### src/rtl/dpram_pkg.sv
// Shared definitions for the byte-enable dual-port RAM: read-during-write modes,
// clear FSM encoding and the byte-merge helper used by write and forwarding paths.
package dpram_pkg;

    localparam int RDW_READ_FIRST  = 0;
    localparam int RDW_WRITE_FIRST = 1;

    // merge_be works on a fixed maximum width; callers size-cast in and out.
    localparam int MERGE_MAX_W = 512;
    localparam int MERGE_MAX_B = MERGE_MAX_W / 8;

    typedef enum logic {
        ST_CLEAR = 1'b0,
        ST_READY = 1'b1
    } state_e;

    function automatic logic [MERGE_MAX_W-1:0] merge_be(
        input logic [MERGE_MAX_W-1:0] old_w,
        input logic [MERGE_MAX_W-1:0] new_w,
        input logic [MERGE_MAX_B-1:0] be
    );
        logic [MERGE_MAX_W-1:0] r;
        r = old_w;
        for (int i = 0; i < MERGE_MAX_B; i++) begin
            if (be[i]) r[8*i +: 8] = new_w[8*i +: 8];
        end
        return r;
    endfunction

endpackage

### src/rtl/dpram_be_rdpipe.sv
// Read output pipeline: one or two register stages of data plus valid.
// Data registers only load on a valid beat, so rdata holds across idle cycles.
module dpram_be_rdpipe #(
    parameter int WIDTH      = 32,
    parameter int RD_LATENCY = 1
) (
    input  logic             clk,
    input  logic             rst_n,
    input  logic             req,
    input  logic [WIDTH-1:0] din,
    output logic [WIDTH-1:0] rdata,
    output logic             rvalid
);

    logic             st_vld;
    logic [WIDTH-1:0] st_dat;

    if (RD_LATENCY == 2) begin : g_lat2
        logic             s1_vld;
        logic [WIDTH-1:0] s1_dat;

        always_ff @(posedge clk or negedge rst_n) begin
            if (!rst_n) begin
                s1_vld <= 1'b0;
                s1_dat <= '0;
            end else begin
                s1_vld <= req;
                if (req) s1_dat <= din;
            end
        end

        assign st_vld = s1_vld;
        assign st_dat = s1_dat;
    end else begin : g_lat1
        assign st_vld = req;
        assign st_dat = din;
    end

    always_ff @(posedge clk or negedge rst_n) begin
        if (!rst_n) begin
            rvalid <= 1'b0;
            rdata  <= '0;
        end else begin
            rvalid <= st_vld;
            if (st_vld) rdata <= st_dat;
        end
    end

endmodule

### src/rtl/dpram_be.sv
// Simple dual-port RAM with per-byte write enables, selectable read-during-write
// behaviour, 1/2-cycle read latency and a post-reset hardware clear of the array.
module dpram_be
    import dpram_pkg::*;
#(
    parameter int  DEPTH          = 16,
    parameter int  WIDTH          = 32,
    parameter int  RD_LATENCY     = 1,
    parameter int  RDW_MODE       = 0,
    parameter int  CLEAR_ON_RESET = 1,
    localparam int AW             = $clog2(DEPTH),
    localparam int NB             = WIDTH / 8
) (
    input  logic             clk,
    input  logic             rst_n,
    output logic             init_busy,
    input  logic             wen,
    input  logic [NB-1:0]    wbe,
    input  logic [AW-1:0]    waddr,
    input  logic [WIDTH-1:0] wdata,
    input  logic             ren,
    input  logic [AW-1:0]    raddr,
    output logic [WIDTH-1:0] rdata,
    output logic             rvalid
);

    localparam logic [AW:0]   DEPTH_W   = (AW+1)'(DEPTH);
    localparam logic [AW-1:0] LAST_ADDR = AW'(DEPTH - 1);

    logic [WIDTH-1:0] mem [DEPTH];

    state_e        state, state_nxt;
    logic [AW-1:0] clr_cnt;
    logic          ready;
    logic          wr_ok, rd_ok, rd_in_range, fwd;
    logic [WIDTH-1:0] wr_word, rd_old, rd_word;

    always_ff @(posedge clk or negedge rst_n) begin
        if (!rst_n) begin
            state   <= (CLEAR_ON_RESET != 0) ? ST_CLEAR : ST_READY;
            clr_cnt <= '0;
        end else begin
            state <= state_nxt;
            if (state == ST_CLEAR) clr_cnt <= clr_cnt + 1'b1;
        end
    end

    always_comb begin
        state_nxt = state;
        case (state)
            ST_CLEAR: if (clr_cnt == LAST_ADDR) state_nxt = ST_READY;
            default:  state_nxt = state;
        endcase
    end

    assign ready     = (state == ST_READY);
    assign init_busy = ~ready;

    // Addresses past DEPTH are dropped on write and read back as zero.
    assign wr_ok       = ready & wen & ({1'b0, waddr} < DEPTH_W);
    assign rd_ok       = ready & ren;
    assign rd_in_range = ({1'b0, raddr} < DEPTH_W);

    assign wr_word = WIDTH'(merge_be(MERGE_MAX_W'(mem[waddr]), MERGE_MAX_W'(wdata),
                                     MERGE_MAX_B'(wbe)));

    always_ff @(posedge clk) begin
        if (state == ST_CLEAR) mem[clr_cnt] <= '0;
        else if (wr_ok)        mem[waddr]   <= wr_word;
    end

    // Forwarding only touches the array-sample stage; wr_ok implies raddr is in range.
    assign rd_old  = rd_in_range ? mem[raddr] : '0;
    assign fwd     = (RDW_MODE == RDW_WRITE_FIRST) && wr_ok && (waddr == raddr);
    assign rd_word = fwd ? wr_word : rd_old;

    dpram_be_rdpipe #(
        .WIDTH      (WIDTH),
        .RD_LATENCY (RD_LATENCY)
    ) u_rdpipe (
        .clk    (clk),
        .rst_n  (rst_n),
        .req    (rd_ok),
        .din    (rd_word),
        .rdata  (rdata),
        .rvalid (rvalid)
    );

endmodule

### config.mk
export PLATFORM = sky130hd
export DESIGN_NAME = dpram_be
export DESIGN_NICKNAME = d
export VERILOG_FILES = /design/src/rtl/dpram_pkg.sv /design/src/rtl/dpram_be_rdpipe.sv /design/src/rtl/dpram_be.sv
export SDC_FILE = /design/constraint.sdc
export NUM_CORES = 1
export LEC_CHECK = 0
export ABC_AREA = 0
export BUFFER_PORTS_ARGS = -buffer_cell sky130_fd_sc_hd__buf_2
export CORE_MARGIN = 5
export CORE_UTILIZATION = 52
export DETAILED_ROUTE_END_ITERATION = 8
export PLACE_DENSITY = 0.72
export REMOVE_ABC_BUFFERS = 1
export SYNTH_ARGS = -nofsm -noshare
export SYNTH_HDL_FRONTEND = slang
export SYNTH_SLANG_ARGS = --single-unit
### constraint.sdc
create_clock -name clk -period 3.55 [get_ports clk]
set_clock_uncertainty 0.15 [all_clocks]
set_input_delay 0.71 -clock clk [delete_from_list [all_inputs] [get_ports clk]]
set_output_delay 0.71 -clock clk [all_outputs]
set_load 0.005 [all_outputs]
After elaboration in Yosys (flattened, before gate mapping). Memories as Yosys holds them, arrays and structs flattened. A register that Yosys moved wholly into a read port is not among the register bits. Index checks and enable logic that the tools add are counted.

Register bits after elaboration: 6. Memory bits (writable): 512. Memories: 1. Output and inout bits: 34. Logic and storage cells: 32. Latch bits: 0. Memory bits (read-only): 0. Input port bits: 48.

Memories: mem (words 16, bits a word 32, read ports 1, clocked after Yosys merged registers in 1, write ports 1, line dpram_be.sv:30) `logic [WIDTH-1:0] mem [DEPTH];`.

Divide/modulo/power cells: 0. Add/subtract/negate cells: 1. Muxes and demuxes: 13. Reductions and logical operators: 6. Equality and inequality tests: 5. Multiply operators: 0. Shift operators: 0. $lt $le $gt $ge: 0. Bitwise operators: 3.

Operators with widths (number): $mux 32 (1); $mux 8 (4); $reduce_or 32->1 (1); $mux 4 (2); $reduce_and 2->1 (4); $mux 1 (6); $add 4x1->4 const B (1); $eq 4x4->1 const B (1); $ne 1x1->1 const B (4); $and 1x1->1 (2); $logic_not 1->1 (1); $not 1->1 (1).

Logic depth before layout (Yosys ltp). Gate-level depths: netlist (run 1).

Depth after elaboration: 7. Mapped depth: 7. Gate-level depth less buffers: 4.

Cells and area by module. From an unflattened synthesis (run 1), not the netlist that was laid out.

Cell total of the unflattened synthesis: 1040. Area, all modules: 21694.6 µm².

Modules (own cells, without submodules): dpram_be (area an instance 20324.5 µm², seq. area each 15499.9 µm², times used 1, cells each 971); dpram_be_rdpipe (area an instance 1370.1 µm², seq. area each 825.8 µm², times used 1, cells each 69).

Worst setup path before layout (run 1). OpenSTA, ideal clock, no wires.

Path kind: input to register. Start point: input port wbe[0]. End point: memory mem[12][0], enable pin. Buffers on the path: 1. Setup time: 0.383 ns. Stages: 5. Arrival time: 2.259 ns. Path slack: 0.758 ns. Required time: 3.017 ns. Cells stage by stage: nor4_4 -> nor2_4 -> mux2_4 -> buf_2 -> nor3_1.

Longest elaborated chain between the ends: 4. Elaborated cells between the ends (all ways): 5. Those cells by class: eq/ne: 1; mux: 2; reduce/logical: 2.

RTL lines: from (decl) (line dpram_be.sv:18) `input logic [NB-1:0] wbe,`; $ne 1x1->1 (no source line) *; $reduce_and 2->1 (no source line) *; $reduce_or 32->1 (no source line); $mux 4 (no source line); to (decl) (line dpram_be.sv:30).

Every way passes the cells marked *; elsewhere a longest branch is shown, timed or not.

Worst setup path after layout (run 1).
Start point: register state (netlist: ready). End point: memory mem[12][31], enable pin.

Longest elaborated chain between the ends: 7. Elaborated cells between the ends (all ways): 12. Those cells by class: mux: 6; bitwise: 1; reduce/logical: 5.

RTL lines: from (decl) (line dpram_be.sv:32) `state_e state, state_nxt;`; from (signal assigned) (line dpram_be.sv:40) `state <= (CLEAR_ON_RESET != 0) ? ST_CLEAR : ST_READY;`; from (signal assigned) (line dpram_be.sv:43) `state <= state_nxt;`; $and 1x1->1 (line dpram_be.sv:60) `assign wr_ok = ready & wen & ({1'b0, waddr} < DEPTH_W);`; $mux 1 (line dpram_be.sv:69) `else if (wr_ok) mem[waddr] <= wr_word;`; $mux 1 (line dpram_be.sv:68) `if (state == ST_CLEAR) mem[clr_cnt] <= '0;`; $mux 1 (not written as such) (line dpram_be.sv:69); $reduce_and 2->1 (no source line); $reduce_or 32->1 (no source line); $mux 4 (no source line).

Several ways; a longest one is shown, not always the timed one.

==> results.cfg, run 1 <==
[floorplanning]
die_y_um = 215
boundaryPins = 82
die_area_sq_um = 46200
floorplan.rows = 75
core-area_sq_um = 41800
start_util_pct = 52.3
die_w_um = 215

[detailed_routing]
first_iter_violations = 1020
vias_per_cell = 5.85
drc = 0
wl_per_cell_um = 24.0
firstDrtPassIters = 5
drt_wl_total_um = 49800
num_vias = 12200
ant_nets = 0

[cts]
cts_tree = built
cts_hold_buf = 0
worstSkewPairLatency_ps = 560
cts_resized = 0
numCtsBuffers = 52
post_cts_buffers = 0
clock_sinks = 550
cts.htree.levels = 2
root_buffer = clkbuf_16
clkTransAtPathRegs_ps = 60
clockBufferDepth = 3

[synthesis]
yosys.area.top_type_share_pct = 70.3
yosys-top-cells-area = edfxtp_1 70%, mux2i_1 12%, dfrtp_1 4.4%
synth_cell_types = 29
synth_edf_count = 512
yosysTopAreaCell = edfxtp_1
synthFlopType = edfxtp_1
synth_most_common_cell = edfxtp_1
synthesis.area_sq_um = 21900
yosysWarnings = 0
syn_avg_cell_area_sq_um = 16.3
yosys-top-cells-count = 512 x edfxtp_1, 257 x mux2i_1, 116 x nand2_1
seq_area_frac_synth_pct = 74.7
ys_seq_elements = 550
synthCells = 1343
async_flop_share_pct = 6.91

[timing]
fmax_mhz = 359
rsz0062_at_grt = no
min_period_ps = 2780
final.period_utilization_pct = 78.4
whs_ps = 162
tightest_slew_ps = 976
hold_violations = 0
tns_ps = 0
slew_viol_final = 0
finalSetupViolations = 0
maxSlewHeadroom_pct = 34.9

[final_layout]
layoutNonFillerInstCount = 2078
area_delta_synth_final_pct = 14.6
fill_cells = 3028
utilization_pct = 60.0
multi_input_area_sq_um = 5140
layout-drive-gt1-share_pct = 17.6
register_area_sq_um = 16300
fin_nets = 1547

[grt]
antenna_found_initial = 3
grt_pass1_wl_um = 76400
grt_max_degree = 65
globalRouteOverflowTotal = 0
grt_pass1_vias = 12400
grt_use_total_pct = 21.5

[critical_path]
critPathMaxStageDelay_ps = 590
crit_path_start_kind = flop
cp.required_ps = 3590
critPathMaxFanout = 24
cp.arrival_ps = 2830
path_cells = nand2_1, nor2_4, buf_12, mux2_4, nor3_2
critPathSlowestCell = nor3_2
cp-end-kind = flop
critPathKind = reg2reg
rrSetupSlack_ps = 770

[placed_design]
place_inst = 1983
port_buffers = 81
place.gp.congestion = 0.807
hpwl_um = 31200

[power_and_ir_drop]
ir_drop_uv = 343
power_leakage_nw = 9.75
power_density_nw_per_um2 = 527

[min_path]
hold_class = in2async

[outcome]
outcome = finished, final reports clean

[run]
maxCapViolations = 0
cell type report:
type                            instances  area share, %
Inverter                                2         0.0300
Antenna cell                            1        0.00999
Multi-Input combinational cell        709           20.5
Timing Repair Buffer                  183           5.22
Clock inverter                         16          0.500
Clock buffer                           78           5.83
Tap cell                              539           2.69
Sequential cell                       550           65.2
metal layers:
| layer | up-vias | track usage, % | share of wire [%] |
|---|---|---|---|
| met5 | - | 0 | 0 |
| met4 | 0 | 5.21 | 1.9 |
| met3 | 73 | 3.70 | 7.1 |
| met2 | 454 | 34.5 | 48 |
| met1 | 6135 | 31.4 | 43 |
| li1 | 5499 | - | - |
state kept, by name, summed over array words and instances (netlist names):
register	cells
u_rdpipe.rvalid	1
mem	512
u_rdpipe.rdata	32
ready	1
clr_cnt	4
power breakdown:
part | total (W) | internal [W] | switching [W]
logic | 0.000807 | 0.000274 | 0.000534
registers | 0.00719 | 0.00716 | 0.0000285
clock network | 0.00519 | 0.00297 | 0.00222
total | 0.0132 | 0.0104 | 0.00278
worst max-delay path, delay by kind of cell, from the launching register on:
kind	cells	cell delay (ps)
buffers and inverters	1	260
and+or+nand+nor	3	1100
DFF	1	460
muxes	1	430
cells by family after synthesis:
group           share of synthesized area (%)
compound gates                           3.37
xor+xnor                                0.120
fa+ha+maj                              0.0572
buf+inv                                  1.91
flops                                    74.7
mux                                      12.5
simple gates                             7.41
final timing paths:
kind / depth (start not counted) / start / to
max reg2reg: 5 / ready / mem[12][31]
min: 1 / rst_n / u_rdpipe.rdata[25]
max in group asynchronous: 2 / rst_n / u_rdpipe.rdata[16]
max: 5 / ready / mem[12][31]
min in group clk: 2 / u_rdpipe.rdata[7] / u_rdpipe.rdata[7]
min reg2reg: 2 / u_rdpipe.rdata[7] / u_rdpipe.rdata[7]
per-stage QoR:
stage	power [W]	setup slack [ps]	area, sq um
2_1_floorplan	0.00769	-42.9	21400
3_3_place_gp	0.00812	514	23500
3_5_place_dp	0.00814	425	23500
4_1_cts	0.0133	793	25000
5_1_grt	0.0136	634	25000
6_report	0.0132	766	25000
placed cells by master, fill, tap and decap left out, types with 2 or more instances in the layout:
| cell type | count |
|---|---|
| clkinv_1 | 5 |
| clkinv_2 | 10 |
| and2_1 | 32 |
| nand3_1 | 76 |
| a21oi_1 | 36 |
| bufinv_16 | 2 |
| nor2_1 | 4 |
| nor2b_1 | 8 |
| buf_4 | 92 |
| nand4_1 | 23 |
| clkbuf_8 | 4 |
| nor2b_4 | 2 |
| dfrtp_1 | 38 |
| xnor2_1 | 3 |
| nor2_4 | 2 |
| clkbuf_1 | 21 |
| mux2i_1 | 257 |
| buf_12 | 10 |
| nor3_1 | 61 |
| edfxtp_1 | 512 |
| mux2i_4 | 5 |
| nand2_1 | 115 |
| buf_2 | 80 |
| mux2_2 | 2 |
| a22oi_1 | 74 |
| clkbuf_16 | 53 |
| nor3_2 | 3 |
Note: power is estimated with default switching activity, not from simulation.
==> run 2, diff against run 1 <==
--- a/config.mk
+++ b/config.mk
@@ -5,12 +5,12 @@
 export SDC_FILE = /design/constraint.sdc
 export NUM_CORES = 1
 export LEC_CHECK = 0
-export ABC_AREA = 0
+export ABC_AREA = 1
 export BUFFER_PORTS_ARGS = -buffer_cell sky130_fd_sc_hd__buf_2
 export CORE_MARGIN = 5
 export CORE_UTILIZATION = 52
 export DETAILED_ROUTE_END_ITERATION = 8
-export PLACE_DENSITY = 0.72
+export PLACE_DENSITY = 0.74
 export REMOVE_ABC_BUFFERS = 1
 export SYNTH_ARGS = -nofsm -noshare
 export SYNTH_HDL_FRONTEND = slang
==> constraint.sdc (replaced) <==
create_clock -name clk -period 2.35 [get_ports clk]
set_clock_uncertainty 0.15 [all_clocks]
set_input_delay 0.47 -clock clk [delete_from_list [all_inputs] [get_ports clk]]
set_output_delay 0.47 -clock clk [all_outputs]
set_load 0.005 [all_outputs]
==> results.cfg, run 2 <==
[final_layout]
fill_cells = 3300
largest_register_ffs = 512
reg_top3 = mem x512, u_rdpipe.rdata x32, clr_cnt x4
fin_nets = 2225
n_antenna_cell = 0
area_delta_synth_final_pct = 17.1
layout-drive-gt1-share_pct = 15.0
largest_register = mem
final_common_cell = nand2_1
final_cell_mix = 776 x nand2_1, 512 x edfxtp_1, 391 x nand3_1

[timing]
maxSlewHeadroom_pct = 52.2
min_period_ps = 2280
slew_viol_final = 0
finalSetupViolations = 0
fmax_mhz = 439
final.period_utilization_pct = 96.9
rsz0062_at_grt = yes
fin_ws_ps = 72.3
tns_ps = 0
hold_violations = 0
tightest_slew_ps = 717

[synthesis]
synth_most_common_cell = nand2_1
synthCells = 2030
seq_area_frac_synth_pct = 71.8
ys_seq_elements = 550
synth_cell_types = 23
yosys.area.top_type_share_pct = 67.6
yosys-top-cells-count = 776 x nand2_1, 512 x edfxtp_1, 391 x nand3_1
async_flop_share_pct = 6.91
synth_edf_count = 512
synthFlopType = edfxtp_1
yosysWarnings = 0
syn_avg_cell_area_sq_um = 11.2
yosysTopAreaCell = edfxtp_1
synthesis.area_sq_um = 22700
yosys-top-cells-area = edfxtp_1 68%, nand2_1 13%, nand3_1 8.6%

[detailed_routing]
wl_per_cell_um = 21.0
vias_per_cell = 5.62
drc = 0
first_iter_violations = 2182
drt_wl_total_um = 59000
ant_nets = 0
firstDrtPassIters = 6
num_vias = 15800

[run]
maxCapViolations = 0

[floorplanning]
floorplan.rows = 76
boundaryPins = 82
die_w_um = 219
start_util_pct = 52.7
die_y_um = 219
core-area_sq_um = 43200
die_area_sq_um = 48000

[min_path]
hold_class = in2reg

[cts]
post_cts_buffers = 0
clkTransAtPathRegs_ps = 60
cts.htree.levels = 2
root_buffer = clkbuf_16
worstSkewPairLatency_ps = 580
clockBufferDepth = 3
cts_tree = built
clock_sinks = 550
numCtsBuffers = 53

[grt]
globalRouteOverflowTotal = 0
antenna_found_initial = 0
grt_use_total_pct = 24.6
grt_pass1_vias = 15700
grt_max_degree = 101
grt_pass1_wl_um = 89800

[critical_path]
cp.required_ps = 2480
crit_path_start_kind = flop
cp-end-kind = flop
cp.arrival_ps = 2410
critPathMaxFanout = 9
critPathKind = reg2reg

[placed_design]
hpwl_um = 36300
dpl_worst_slack_ps = -129
port_buffers = 81
place.gp.congestion = 0.867

[power_and_ir_drop]
ir_drop_uv = 546
power_leakage_nw = 10.7
power_density_nw_per_um2 = 804

[outcome]
outcome = finished, final reports clean
[run 2: cell types whose count changed after synthesis, sizes merged, moves of 46 or more]
cell,before,now
a22oi,74,0
buf,50,97
nand2,116,806
inv,1,47
mux2i,262,0
nand3,76,391
nor2,7,104
nor3,64,0
[run 2: logic make-up after synthesis]
family                   synth area share, %
XOR/XNOR                               0.116
AND/OR/NAND/NOR                         24.3
buffers and inverters                   3.49
AO/OA/AOI/OAI                          0.253
flip-flops                              71.8
adder cells (fa/ha/maj)               0.0550
[run 2: final cells by class]
cell class                 instances  area, sq um  area share, %
sequential                       550        16300           61.3
multi-input combinational       1315         5640           21.2
timing repair buffer             209         1950           7.33
clock buffer                      76         1520           5.69
tap                              585          732           2.75
clock inverter                    23          294           1.10
inverter                          47          184          0.690
[run 2: routing by layer]
layer  up-vias  GRT usage [%]  share of wire [%]
met1      7473           33.0                 38
met2       931           40.4                 47
met3       150           5.05                 11
li1       7220              -                  -
met4         0           8.79                3.7
met5         -              0                  0
[run 2: through the flow]
stage | total power (W) | cell area (sq um) | utilization [%] | hold WS [ps] | cells
2_1_floorplan | 0.0119 | 22100 | - | 24.4 | 1912
3_3_place_gp | 0.0129 | 24800 | 57.5 | 309 | 2705
3_5_place_dp | 0.0129 | 24800 | 57.5 | 310 | 2705
4_1_cts | 0.0215 | 26600 | 61.7 | 243 | 2805
5_1_grt | 0.0221 | 26600 | 61.7 | 257 | 2805
6_report | 0.0214 | 26600 | 61.7 | 260 | 2805
[run 2: what timing repair did]
action | in CTS | in global routing
setup endpoints to repair | 0 | 92
hold buffers | 1 | 0
gates resized for setup | 0 | 2
hold endpoints to repair | 14 | 0
[run 2: worst max-delay path: stages, from the launching register on]
cell	delay (ps)
dfrtp_1	410
nand2_1	90
inv_2	60
o21ai_4	130
nand2_4	160
nand2_2	110
nand2_2	100
nor2_4	190
nand2_2	220
nor2_1	170
buf_4	190
[run 2: power breakdown]
group / internal (W) / switching, W / total [W]
clock network: 0.00524 / 0.00345 / 0.00869
logic: 0.000571 / 0.00123 / 0.00180
registers: 0.0109 / 0.0000405 / 0.0109
[run 2: path summary, 6_finish.rpt]
check,startpoint,endpoint,slack [ps],depth (start not counted)
worst max register to register,ready,mem[5][19],70,10
max in group asynchronous,rst_n,u_rdpipe.rdata[24],1010,3
worst max-delay path,ready,mem[5][19],70,10
worst min-delay path,wdata[11],mem[14][11],260,4
worst min register to register,u_rdpipe.rdata[13],u_rdpipe.rdata[13],320,2
min in group asynchronous,rst_n,ready,340,2
==> run 3, diff against run 2 <==
==> constraint.sdc (replaced) <==
create_clock -name clk -period 2.35 [get_ports clk]
set_clock_uncertainty 0.15 [all_clocks]
set_input_delay 0.3525 -clock clk [delete_from_list [all_inputs] [get_ports clk]]
set_output_delay 0.3525 -clock clk [all_outputs]
set_load 0.005 [all_outputs]
==> results.cfg, run 3 (same netlist as run 2, synthesis figures left out) <==
[final_layout]
final_area_sq_um = 26000
reg_top3 = mem x512, u_rdpipe.rdata x32, clr_cnt x4
fill_cells = 3413
final_common_cell = nand2_1
multi_input_area_sq_um = 5630
register_area_sq_um = 16300
area_delta_synth_final_pct = 14.3
largest_register_ffs = 512
layout-drive-gt1-share_pct = 14.6
final_cell_mix = 776 x nand2_1, 512 x edfxtp_1, 391 x nand3_1
n_antenna_cell = 0
largest_register = mem
fin_nets = 2224

[grt]
antenna_found_initial = 1
grt_max_degree = 138
globalRouteOverflowTotal = 0
grt_pass1_vias = 15400
grt_use_total_pct = 24.3
grt_pass1_wl_um = 88700

[timing]
fmax_mhz = 442
maxSlewHeadroom_pct = 57.7
final.period_utilization_pct = 96.3
tns_ps = 0
tightest_slew_ps = 635
finalSetupViolations = 0
rsz0062_at_grt = no
slew_viol_final = 0
hold_violations = 0
min_period_ps = 2260

[cts]
post_cts_buffers = 0
cts.htree.levels = 2
numCtsBuffers = 51
clockBufferDepth = 3
clkTransAtPathRegs_ps = 60
root_buffer = clkbuf_16
clock_sinks = 550
cts_tree = built
worstSkewPairLatency_ps = 580

[floorplanning]
floorplan.rows = 76
die_area_sq_um = 48000
core-area_sq_um = 43200
die_y_um = 219
start_util_pct = 52.7
die_w_um = 219
boundaryPins = 82

[placed_design]
place.gp.congestion = 0.881
placed_area_sq_um = 24400
hpwl_um = 36100
port_buffers = 81

[critical_path]
cp.required_ps = 2470
critPathMaxFanout = 9
crit_path_start_kind = flop
cp.arrival_ps = 2380
cp-end-kind = flop
critPathKind = reg2reg

[detailed_routing]
drt_wl_total_um = 57900
firstDrtPassIters = 6
num_vias = 15600
ant_nets = 0
first_iter_violations = 2131
drc = 0
wl_per_cell_um = 20.7
vias_per_cell = 5.58

[power_and_ir_drop]
seq_power_share_pct = 52.9
ir_drop_uv = 562
power_leakage_nw = 10.5
clkPwrFrac_pct = 39.1
power_density_nw_per_um2 = 794
combPwrFrac_pct = 8.0
switching_share_pct = 22.5
p_sw_w = 0.00466
internal_power_w = 0.0160

[outcome]
outcome = finished, final reports clean

[run]
maxCapViolations = 0

[min_path]
hold_class = in2async
-- run 3: cell count changes in the layout (fill, tap and decap cells not counted), sizes merged --
| cell | change |
|---|---|
| clkinvlp | -2 |
| bufinv | -2 |
| clkinv | +9 |
| clkbuf | -10 |
| inv | -1 |
| buf | +1 |
-- run 3: path summary, 6_finish.rpt --
kind                                    start                 end  slack, ps  cells past startpoint
min in group clk                    wdata[17]         mem[10][17]        190                      4
min                                     rst_n          clr_cnt[2]        160                      2
max in group asynchronous               rst_n   u_rdpipe.rdata[4]       1260                      3
max                                     ready          mem[11][3]         90                     10
max reg2reg                             ready          mem[11][3]         90                     10
min reg2reg                u_rdpipe.rdata[28]  u_rdpipe.rdata[28]        320                      2
-- run 3: cell type report --
cell class / instances / share of cell area (%)
Sequential cell: 550 / 62.8
Multi-Input combinational cell: 1315 / 21.7
Timing Repair Buffer: 210 / 5.81
Clock buffer: 66 / 5.29
Tap cell: 585 / 2.81
Clock inverter: 27 / 0.967
Inverter: 47 / 0.707
-- run 3: layer usage --
layer / global-route usage [%] / part of all wire (%)
met5: 0 / 0.022
met4: 8.10 / 3.3
met3: 4.69 / 10
met2: 39.2 / 47
met1: 33.6 / 39
-- run 3: critical path, cell delays in order (launching register included) --
cell	delay [ps]
dfrtp_1	390
nand2_1	90
inv_2	60
o21ai_4	140
nand2_4	150
nand2_2	100
nand2_2	90
nor2_4	190
nand2_2	210
nor2_2	190
buf_4	200
-- run 3: per-stage QoR --
stage | hold WS [ps] | cells | setup WS (ps) | util (%) | power (W)
floorplan | -93.1 | 1912 | -741 | - | 0.0119
global placement | 208 | 2706 | 99.8 | 56.5 | 0.0127
detailed placement | 205 | 2706 | 8.44 | 56.5 | 0.0128
CTS | 158 | 2800 | 78.9 | 60.2 | 0.0207
global route | 187 | 2800 | 19.7 | 60.3 | 0.0213
finish | 162 | 2800 | 86.0 | 60.3 | 0.0207
-- run 3: what timing repair did --
action | in CTS | in global routing
resized for setup | 0 | 1
hold buffers | 1 | 0
endpoints found under the setup margin | 0 | 8
endpoints found under the hold margin | 11 | 0
-- run 3: power groups by stage --
| stage | Sequential [W] | Clock [W] | Combinational [W] |
|---|---|---|---|
| final | 0.0109 | 0.00808 | 0.00166 |
| after global routing | 0.0109 | 0.00857 | 0.00181 |
| after CTS | 0.0109 | 0.00816 | 0.00166 |
| after detailed placement | 0.0111 | 0 | 0.00165 |
| after global placement | 0.0111 | 0 | 0.00161 |
| after floorplan | 0.0111 | 0 | 0.000763 |
